--- config.mk ---
export PLATFORM = sky130hd
export DESIGN_NAME = arith_range_update
export DESIGN_NICKNAME = d
export VERILOG_FILES = /design/src/rtl/arith_range_update.sv
export SDC_FILE = /design/constraint.sdc
export NUM_CORES = 1
export LEC_CHECK = 0
export CAP_MARGIN = 10
export CELL_PAD_IN_SITES_DETAIL_PLACEMENT = 0
export CELL_PAD_IN_SITES_GLOBAL_PLACEMENT = 1
export CORE_AREA = 4 4 207 209
export DETAILED_ROUTE_END_ITERATION = 12
export DIE_AREA = 0 0 211 213
export GPL_TIMING_DRIVEN = 0
export PLACE_DENSITY = 0.56
export SYNTH_ARGS = -nofsm -noshare
export SYNTH_HDL_FRONTEND = slang
export SYNTH_SLANG_ARGS = --single-unit
--- constraint.sdc ---
create_clock -name clk -period 9.95 [get_ports clk]
set_input_delay 2.985 -clock clk [delete_from_list [all_inputs] [get_ports clk]]
set_output_delay 2.985 -clock clk [all_outputs]
set_load 0.1 [all_outputs]
--- src/rtl/arith_range_update.sv ---
// rtl/arith_range_update.sv - AV1 arithmetic encoder range-update stage

// Combinational 16x16 unsigned multiplier shared across the encoder datapath.
module mult16x16 (
  input  logic [15:0] a_i,
  input  logic [15:0] b_i,
  output logic [31:0] p_o
);
  // Full-width product, both operands zero-extended.
  always_comb begin
    p_o = {16'b0, a_i} * {16'b0, b_i};
  end
endmodule

module arith_range_update #(
  parameter int RANGE_WIDTH = 16,
  parameter int PROB_SHIFT  = 6,
  parameter int MIN_PROB    = 4
) (
  input  logic                   clk,
  input  logic                   reset,
  input  logic                   in_init,
  input  logic                   in_valid,
  output logic                   in_ready,
  input  logic [RANGE_WIDTH-1:0] in_fl,
  input  logic [RANGE_WIDTH-1:0] in_fh,
  input  logic [4:0]             in_s,
  input  logic [4:0]             in_nsyms,
  output logic                   out_valid,
  input  logic                   out_ready,
  output logic [RANGE_WIDTH-1:0] out_low_add,
  output logic [3:0]             out_shift,
  output logic [RANGE_WIDTH-1:0] out_range,
  output logic                   out_err
);

  localparam logic [RANGE_WIDTH-1:0] RNG_INIT   = RANGE_WIDTH'(1) << (RANGE_WIDTH - 1);
  localparam int                     PROD_SHIFT = 7 - PROB_SHIFT;
  localparam logic [31:0]            MIN_PROB_W = 32'(MIN_PROB);

  typedef enum logic [1:0] {
    S_IDLE,
    S_CALC,
    S_HOLD
  } state_t;

  state_t                 state_q, state_d;
  logic [RANGE_WIDTH-1:0] rng_q, rng_d;
  logic [RANGE_WIDTH-1:0] fl_q, fh_q;
  logic [4:0]             s_q, n_q;
  logic [RANGE_WIDTH-1:0] low_add_q, range_q;
  logic [3:0]             shift_q;
  logic                   err_q;
  logic                   latch_en, calc_en;

  logic [31:0]            p_u, p_v;
  logic [RANGE_WIDTH-1:0] u_c, v_c, r_c, low_add_c, range_c;
  logic [3:0]             msb_idx, shift_c;
  logic                   err_c;

  // Interval bound products: rng's top byte times the scaled-down CDF bounds.
  mult16x16 u_mul_u (
    .a_i(16'(rng_q >> 8)),
    .b_i(16'(fl_q >> PROB_SHIFT)),
    .p_o(p_u)
  );

  mult16x16 u_mul_v (
    .a_i(16'(rng_q >> 8)),
    .b_i(16'(fh_q >> PROB_SHIFT)),
    .p_o(p_v)
  );

  // Bounds u/v, low increment and the raw (pre-normalization) range r.
  always_comb begin
    u_c = RANGE_WIDTH'((p_u >> PROD_SHIFT)
                       + MIN_PROB_W * (32'(n_q) - (32'(s_q) - 32'd1)));
    v_c = RANGE_WIDTH'((p_v >> PROD_SHIFT)
                       + MIN_PROB_W * (32'(n_q) - 32'(s_q)));
    if (fl_q < RNG_INIT) begin
      low_add_c = rng_q - u_c;
      r_c       = u_c - v_c;
    end else begin
      // First symbol: the lower bound sits at the top of the interval.
      low_add_c = '0;
      r_c       = rng_q - v_c;
    end
  end

  // Normalize r so its msb lands in the top bit; a zero r flags an illegal CDF.
  always_comb begin
    msb_idx = '0;
    for (int i = 0; i < RANGE_WIDTH; i++) begin
      if (r_c[i]) msb_idx = 4'(i);
    end
    err_c   = (r_c == '0);
    shift_c = err_c ? 4'd0 : (4'(RANGE_WIDTH - 1) - msb_idx);
    range_c = r_c << shift_c;
  end

  // Next-state, handshakes and rng update.
  always_comb begin
    state_d   = state_q;
    rng_d     = rng_q;
    latch_en  = 1'b0;
    calc_en   = 1'b0;
    in_ready  = 1'b0;
    out_valid = 1'b0;
    unique case (state_q)
      S_IDLE: begin
        in_ready = 1'b1;
        if (in_valid) begin
          latch_en = 1'b1;
          state_d  = S_CALC;
        end else if (in_init) begin
          rng_d = RNG_INIT;
        end
      end
      S_CALC: begin
        calc_en = 1'b1;
        state_d = S_HOLD;
      end
      S_HOLD: begin
        out_valid = 1'b1;
        if (out_ready) begin
          if (!err_q) rng_d = range_q;
          state_d = S_IDLE;
        end
      end
      default: state_d = S_IDLE;
    endcase
  end

  // State, symbol operands and result registers.
  always_ff @(posedge clk or negedge reset) begin
    if (!reset) begin
      state_q   <= S_IDLE;
      rng_q     <= RNG_INIT;
      fl_q      <= '0;
      fh_q      <= '0;
      s_q       <= '0;
      n_q       <= '0;
      low_add_q <= '0;
      range_q   <= '0;
      shift_q   <= '0;
      err_q     <= 1'b0;
    end else begin
      state_q <= state_d;
      rng_q   <= rng_d;
      if (latch_en) begin
        fl_q <= in_fl;
        fh_q <= in_fh;
        s_q  <= in_s;
        n_q  <= in_nsyms - 5'd1;
      end
      if (calc_en) begin
        low_add_q <= low_add_c;
        range_q   <= range_c;
        shift_q   <= shift_c;
        err_q     <= err_c;
      end
    end
  end

  assign out_low_add = low_add_q;
  assign out_range   = range_q;
  assign out_shift   = shift_q;
  assign out_err     = err_q;

endmodule
# --- Word level (Yosys, flattened, before mapping) ---
# Index checks and enable logic that the tools add are counted.
# W data, S select, Z words.
word_totals:
  elab_cells: 67
  memories: 0
  output_inout_bits: 39
  mem_bits_rw: 0
  register_bits: 97
  in_bits: 47
  rom_bits: 0
  latch_bits: 0
classes:
  multipliers: 2
  n_eq_ne: 7
  n_lt_le_gt_ge: 1
  add_sub_neg: 10
  n_reduce_logical: 5
  mux: 31
  bitwise_logic: 0
  n_div: 0
  shift: 1
op_table:
  columns: ["operator", "count"]
  rows:
  - ["$mux W16", 6]
  - ["$sub A16 B16 Y16", 3]
  - ["$mux W4", 10]
  - ["$mul A8 B10 Y17", 2]
  - ["$add A16 B16 Y16", 2]
  - ["$pmux W16 S2", 1]
  - ["$logic_not A16 Y1", 1]
  - ["$lt A16 B16 Y1 const B", 1]
  - ["$shl A16 B4 Y16", 1]
  - ["$ne A2 B2 Y1 const B", 5]
  - ["$mux W3", 3]
  - ["$mux W2", 4]
  - ["$sub A6 B6 Y7", 1]
  - ["$mux W1", 6]
  - ["$pmux W2 S3", 1]
  - ["$sub A5 B1 Y6 const B", 1]
  - ["$sub A5 B5 Y6", 1]
  - ["$reduce_and A5 Y1", 1]
  - ["$sub A5 B1 Y5 const B", 1]
  - ["$sub A4 B4 Y4 const A", 1]
  - ["$eq A2 B1 Y1 const B", 1]
  - ["$eq A2 B2 Y1 const B", 1]
  - ["$logic_not A2 Y1", 1]
  - ["$reduce_and A2 Y1", 1]
  - ["$reduce_bool A2 Y1", 1]

# --- Logic depth before layout (Yosys ltp) ---
# Gate-level depths: netlist of run 1.
depth:
  word_depth: 23
  mapped_depth: 38
  depth_no_buf: 36

# --- Cells and area by module ---
# Synthesis of run 1 repeated with hierarchy kept, for this count alone.
hier_totals:
  cells_unflattened: 2822
  hier_area_um2: 24374.6
modules_own_cells:
  columns: ["mod", "area_per_inst_um2", "instances", "cells_each", "seq_area_each_um2"]
  rows:
  - ["mult16x16 at u_mul_v", 8575.7, 1, 990, 0.0]
  - ["mult16x16 at u_mul_u", 8533.2, 1, 989, 0.0]
  - ["arith_range_update", 7265.7, 1, 843, 2128.3]

# --- Worst setup path after synthesis of run 1 ---
# No wires, ideal clock.
synth_timing:
  path_type: "register to register"
  start: "reg rng_q[15]"
  end: "reg range_q[13], in the netlist out_range[13]"
  arrival_ns: 7.973
  setup_ns: 0.094
  path_slack_ns: 1.884
  stages_incl_launch_ff: 35
  period_less_slack_ns: 8.066
  path_buffers: 3
  required_ns: 9.856
  cell_sequence: "dfstp_2 clkbuf_1 clkbuf_1 nand2_1 fa_1 inv_1 fa_1 inv_1 fa_1 inv_1 fa_1 ha_1 inv_1 o21bai_1 a21oi_1 o21bai_1 a21oi_1 xnor2_1 ha_1 nor2b_1 a311o_1 xnor2_1 ha_1 or4_1 nor2_1 nand4_1 a21oi_2 o21ai_1 xnor3_2 xor2_1 buf_4 a32o_1 nor4_1 a21oi_1 a221oi_2"
synth_via:
  elab_chain_len: 17
  elab_cells_between_ends: 21
synth_lines:
  columns: ["item", "line", "rtl"]
  rows:
  - ["start: declaration", "48", "logic [RANGE_WIDTH-1:0] rng_q, rng_d;"]
  - ["start signal: assignment", "149", "rng_q <= rng_d;"]
  - ["$mul A8 B10 Y17", "11", "p_o = {16'b0, a_i} * {16'b0, b_i};"]
  - ["$add A16 B16 Y16 (on tied branches)", "79, 77", null]
  - ["$sub A16 B16 Y16 (on tied branches)", "86, 82", null]
  - ["$mux W16 (*)", "80", "if (fl_q < RNG_INIT) begin"]
  - ["$mux W3", "94", "if (r_c[i]) msb_idx = 4'(i);"]
  - ["$mux W4 (9 in series)", "94", null]
  - ["$sub A4 B4 Y4", "97", "shift_c = err_c ? 4'd0 : (4'(RANGE_WIDTH - 1) - msb_idx);"]
  - ["$mux W4", "97", null]
  - ["$shl A16 B4 Y16 (*)", "98", "range_c = r_c << shift_c;"]
  - ["end signal: assignment", "158", "range_q <= range_c;"]
  - ["end: declaration", "51", "logic [RANGE_WIDTH-1:0] low_add_q, range_q;"]
# Every way passes the cells marked *; elsewhere a longest branch is shown, timed or not.
# A chain may end at the register's enable or synchronous reset.

# --- Worst setup path after layout of run 1 ---
layout_timing:
  start: "reg rng_q[12]"
  end: "reg range_q[14], in the netlist out_range[14]"
layout_via:
  elab_chain_len: 20
  elab_cells_between_ends: 24
layout_lines:
  columns: ["item", "line"]
  rows:
  - ["$mul A8 B10 Y17", "11"]
  - ["$add A16 B16 Y16 (on tied branches)", "79, 77"]
  - ["$sub A16 B16 Y16 (on tied branches)", "86, 82"]
  - ["$mux W16 (*)", "80"]
  - ["$mux W2", "94"]
  - ["$mux W3 (3 in series)", "94"]
  - ["$mux W4 (9 in series)", "94"]
  - ["$sub A4 B4 Y4", "97"]
  - ["$mux W4", "97"]
  - ["$shl A16 B4 Y16 (*)", "98"]
# Marks and branches as above.

==> run summary, run 1 <==
* **non-filler instance count after layout** 2,039
* **met2 wire length** 16,420 um
* **setup repair after global routing missed its margin** no
* **FF-to-FF Start** rng_q[12]
* **detailed route wirelength on metal3** 888 um
* **Worst setup EP type** register
* **First DRT Iteration DRCs** 419
* **area leader, netlist** sky130_fd_sc_hd__dfrtp_1
* **largest fanout of any net on the critical path** 10
* **Reg2Reg Capture Point** out_range[14]
* **TritonCTS sink count** 85
* **final-stage net count** 1,788
* **Mapped Avg Cell Area** 8.591 um^2
* **commonest cells in the netlist** 166 x sky130_fd_sc_hd__inv_1, 163 x sky130_fd_sc_hd__nand2_1, 140 x sky130_fd_sc_hd__ha_1
* **number of buffers inserted to repair setup after CTS** 0
* **leftover overflow at the end of global routing** 0
* **Setup TNS** 0 ps
* **top routing layer in use** met4
* **largest net degree at the start of global routing** 65
* **number of routed nets with antenna violations** 0
* **dominant combinational cell family by area after synthesis** adder cells
* **Total Routed Length** 37,390 um
* **proportion of layout cells with a drive suffix above 1** 0.05246
* **count of yosys warnings during synthesis** 0
* **delay of the slowest cell on the worst path** 590 ps
* **complex-gate fraction of the synthesized area** 0.1732
* **global-route usage over all layers** 0.1714
* **worst endpoint data arrival time** 9560 ps
* **worst-case clock skew** 11.60 ps
* **via count of the first global-routing pass** 10,410
* **Routed WL per cell** 18.34 um
* **min cycle time layout** 9300 ps
* **share of synthesized area spent on multiplexers** 0.02940
* **clock root buffer master** sky130_fd_sc_hd__clkbuf_16
* **Max Buffers Root-to-Sink** 2
* **Die ar.** 0.04494 mm^2
* **number of hold buffers added after cts** 0
* **worst-case register-to-register setup slack** 650 ps
* **Max Clock Freq** 107.5 MHz
* **fraction of the cycle the final worst path needs** 0.9346
* **simple-gate share of the synthesized area** 0.1796
* **Async SR Flop Fraction** 1.000
* **IO Pins** 86
* **kind of start point of the critical path** register
* **XOR/XNOR Fraction of Synth Area** 0.06578
* **Worst Hold Depth** 1
* **starting density of the core** 0.2981
* **detailed-route vias per instance** 4.872
* **first-pass GRT wire length** 60,310 um
* **top-area cell type share of the netlist area** 0.1727
* **cell count after synthesis** 1,417
* **cell with the most instances after synthesis** sky130_fd_sc_hd__inv_1
* **Cell variety after synth** 86
* **run status** finished clean
* **Max H-tree Level** 3
* **wire length on met1** 18,700 um
* **number of synthesized flops with an enable pin** 0
* **TritonCTS clock tree** done
* **DRC viols** 0
* **routability-driven placement congestion ratio** 0.8913
* **Vert. Die Dim** 213 um
* **predominant post-synthesis flop cell** sky130_fd_sc_hd__dfrtp_1
* **hold path startpoint** out_low_add[9]
* **placed wire-length estimate after detailed placement** 30,770 um
* **synthesized flop and latch total** 85
* **Hold Path Sink** out_low_add[9]
* **number of cells after detailed placement** 2,023
* **# setup viols final** 0
* **required time at the endpoint of the critical path** 10,210 ps
* **transition time at the pin with the least slew margin** 1015 ps
* **R2R cell count** 35
* **number of detailed-routing iterations run before antenna repair** 7
* **Mapped Area** 0.01217 mm^2
* **clock buffer count from CTS** 9
* **Max-Cap Viols** 0
* **antenna violations before repair** 2
* **site row count** 74
* **via count of the routed design** 9,935
* **worst skew pair latency** 370 ps
* **Final Slew Violations** 0
* **post-synthesis sequential area ratio** 0.1748
* **Area growth syn-to-layout** 14.35%
* **Fin. Hold Viols** 0
* **chip width** 211 um
* **Mapped Nets** 1,704
* **number of buffer cells added on primary ports** 73
* **core area** 0.04083 mm^2
* **clock-pin slew on the worst setup and hold paths** 80 ps
* **Critical Setup Path Class** register to register
* **fraction of the mapped netlist area in adder cells** 0.3084
* **top cells by area in the synthesized netlist** sky130_fd_sc_hd__dfrtp_1 17%, sky130_fd_sc_hd__fa_1 16%, sky130_fd_sc_hd__ha_1 14%
* **worst relative slew slack** 0.3211
* **Hold/Removal Path Class** register to register
* **Critical-path top delay cell** sky130_fd_sc_hd__clkbuf_1
-- per-stage QoR --
step	utilization	area [um^2]	worst slack, ps	hold WS [ps]
6_report	0.3409	13920	650.4	479.0
5_1_grt	0.3408	13920	40.80	504.1
4_1_cts	0.3406	13910	28.14	484.7
3_5_place_dp	0.3329	13590	114.9	469.2
3_3_place_gp	0.3323	13570	39.13	462.0
2_1_floorplan	-	12170	1884	471.1
-- cell families after synthesis --
kind of cell	after synthesis
DFF	85
buffers and inverters	215
AOI/OAI and AO/OA	317
xor gates and xnor gates	86
and+or+nand+nor	441
muxes	33
adders and majority gates	240
-- flip-flops by register name (all words and copies together), names as in the netlist --
signal,flops
rng_q,16
out_range,16
out_low_add,16
s_q,5
state_q,2
fl_q,10
n_q,5
fh_q,10
out_err,1
out_shift,4
-- critical path: cells and delay by family (launching register included) --
family | cells | cell delay [ps]
compound gates | 9 | 1740
xor+xnor | 4 | 1200
fa+ha+maj | 7 | 2850
buf+inv | 6 | 1070
flops | 1 | 450
mux | 1 | 280
simple gates | 8 | 1580
-- worst max path at each step --
stage                   start            end  slack, ps  cells past startpoint
global route        rng_q[10]  out_range[11]         40                     38
detailed placement  rng_q[15]  out_range[11]        110                     37
global placement    rng_q[15]  out_range[11]         40                     37
CTS                 rng_q[15]  out_range[11]         30                     37
finish              rng_q[12]  out_range[14]        650                     35
floorplan           rng_q[15]  out_range[13]       1880                     34
-- repair_timing --
| action | 4_1_cts | 5_1_grt |
|---|---|---|
| hold endpoints to repair | 0 | 0 |
| resized for setup | 0 | 17 |
| endpoints found under the setup margin | 0 | 17 |
-- cell type report --
| cell class | count | area [um^2] |
|---|---|---|
| tap | 532 | 665.6 |
| multi-input combinational | 1117 | 9211 |
| timing repair buffer | 74 | 755.7 |
| inverter | 166 | 623.1 |
| clock inverter | 7 | 87.58 |
| buffer | 48 | 220.2 |
| sequential | 85 | 2128 |
| fill | 4252 | 26910 |
| antenna | 1 | 2.502 |
| clock buffer | 9 | 225.2 |
-- placed cells by master (no fill, tap or decap), types with 5 or more instances in the layout --
cell type                         netlist  final
sky130_fd_sc_hd__a22o_1                 6      6
sky130_fd_sc_hd__a31oi_1                8      8
sky130_fd_sc_hd__clkdlybuf4s50_1        0     72
sky130_fd_sc_hd__xor2_1                28     28
sky130_fd_sc_hd__o21ai_0               81     80
sky130_fd_sc_hd__o41ai_1                9      9
sky130_fd_sc_hd__o21ai_1                7      8
sky130_fd_sc_hd__o31a_1                 5      5
sky130_fd_sc_hd__fa_1                 100    100
sky130_fd_sc_hd__clkbuf_1              37     29
sky130_fd_sc_hd__clkbuf_16              0      9
sky130_fd_sc_hd__inv_1                166    166
sky130_fd_sc_hd__nand3_1               10     10
sky130_fd_sc_hd__o31ai_1                9      9
sky130_fd_sc_hd__xnor2_1               55     55
sky130_fd_sc_hd__a21oi_1               67     67
sky130_fd_sc_hd__dfrtp_1               84     84
sky130_fd_sc_hd__nand2_1              163    163
sky130_fd_sc_hd__o21bai_1              23     23
sky130_fd_sc_hd__nor3_1                16     15
sky130_fd_sc_hd__a211oi_1               9      9
sky130_fd_sc_hd__and2_1               107    107
sky130_fd_sc_hd__ha_1                 140    140
sky130_fd_sc_hd__mux2i_1               11     11
sky130_fd_sc_hd__nor2b_1               20     20
sky130_fd_sc_hd__o21a_1                13     13
sky130_fd_sc_hd__nand2b_1              12     12
sky130_fd_sc_hd__a21o_1                21     21
sky130_fd_sc_hd__mux2_2                22     22
sky130_fd_sc_hd__nor2_1                75     75
sky130_fd_sc_hd__a21boi_0               7      7
sky130_fd_sc_hd__clkbuf_2               1      8
-- layer usage --
metal,track usage,vias up
met4,0.06036,0
met3,0.02498,53
li1,-,4969
met2,0.2683,129
met1,0.2424,4784
met5,0,-
Power of run 1 is not shown: default switching activity piles up to over one toggle a cycle in this logic, so the estimate is an artifact.
==> run 2, diff against run 1 <==
- CTS_CLUSTER_DIAMETER: default -> 200
==> results of run 2 <==
Final layout, timing and power as in run 1 (identical DEF).
Power of run 2 is left out for the same reason.
==> run 3, diff against run 2 <==
- CTS_CLUSTER_DIAMETER: 200 -> 60
==> results of run 3 <==
Final layout, timing and power as in run 1 (identical DEF).
Power of run 3 is left out for the same reason.
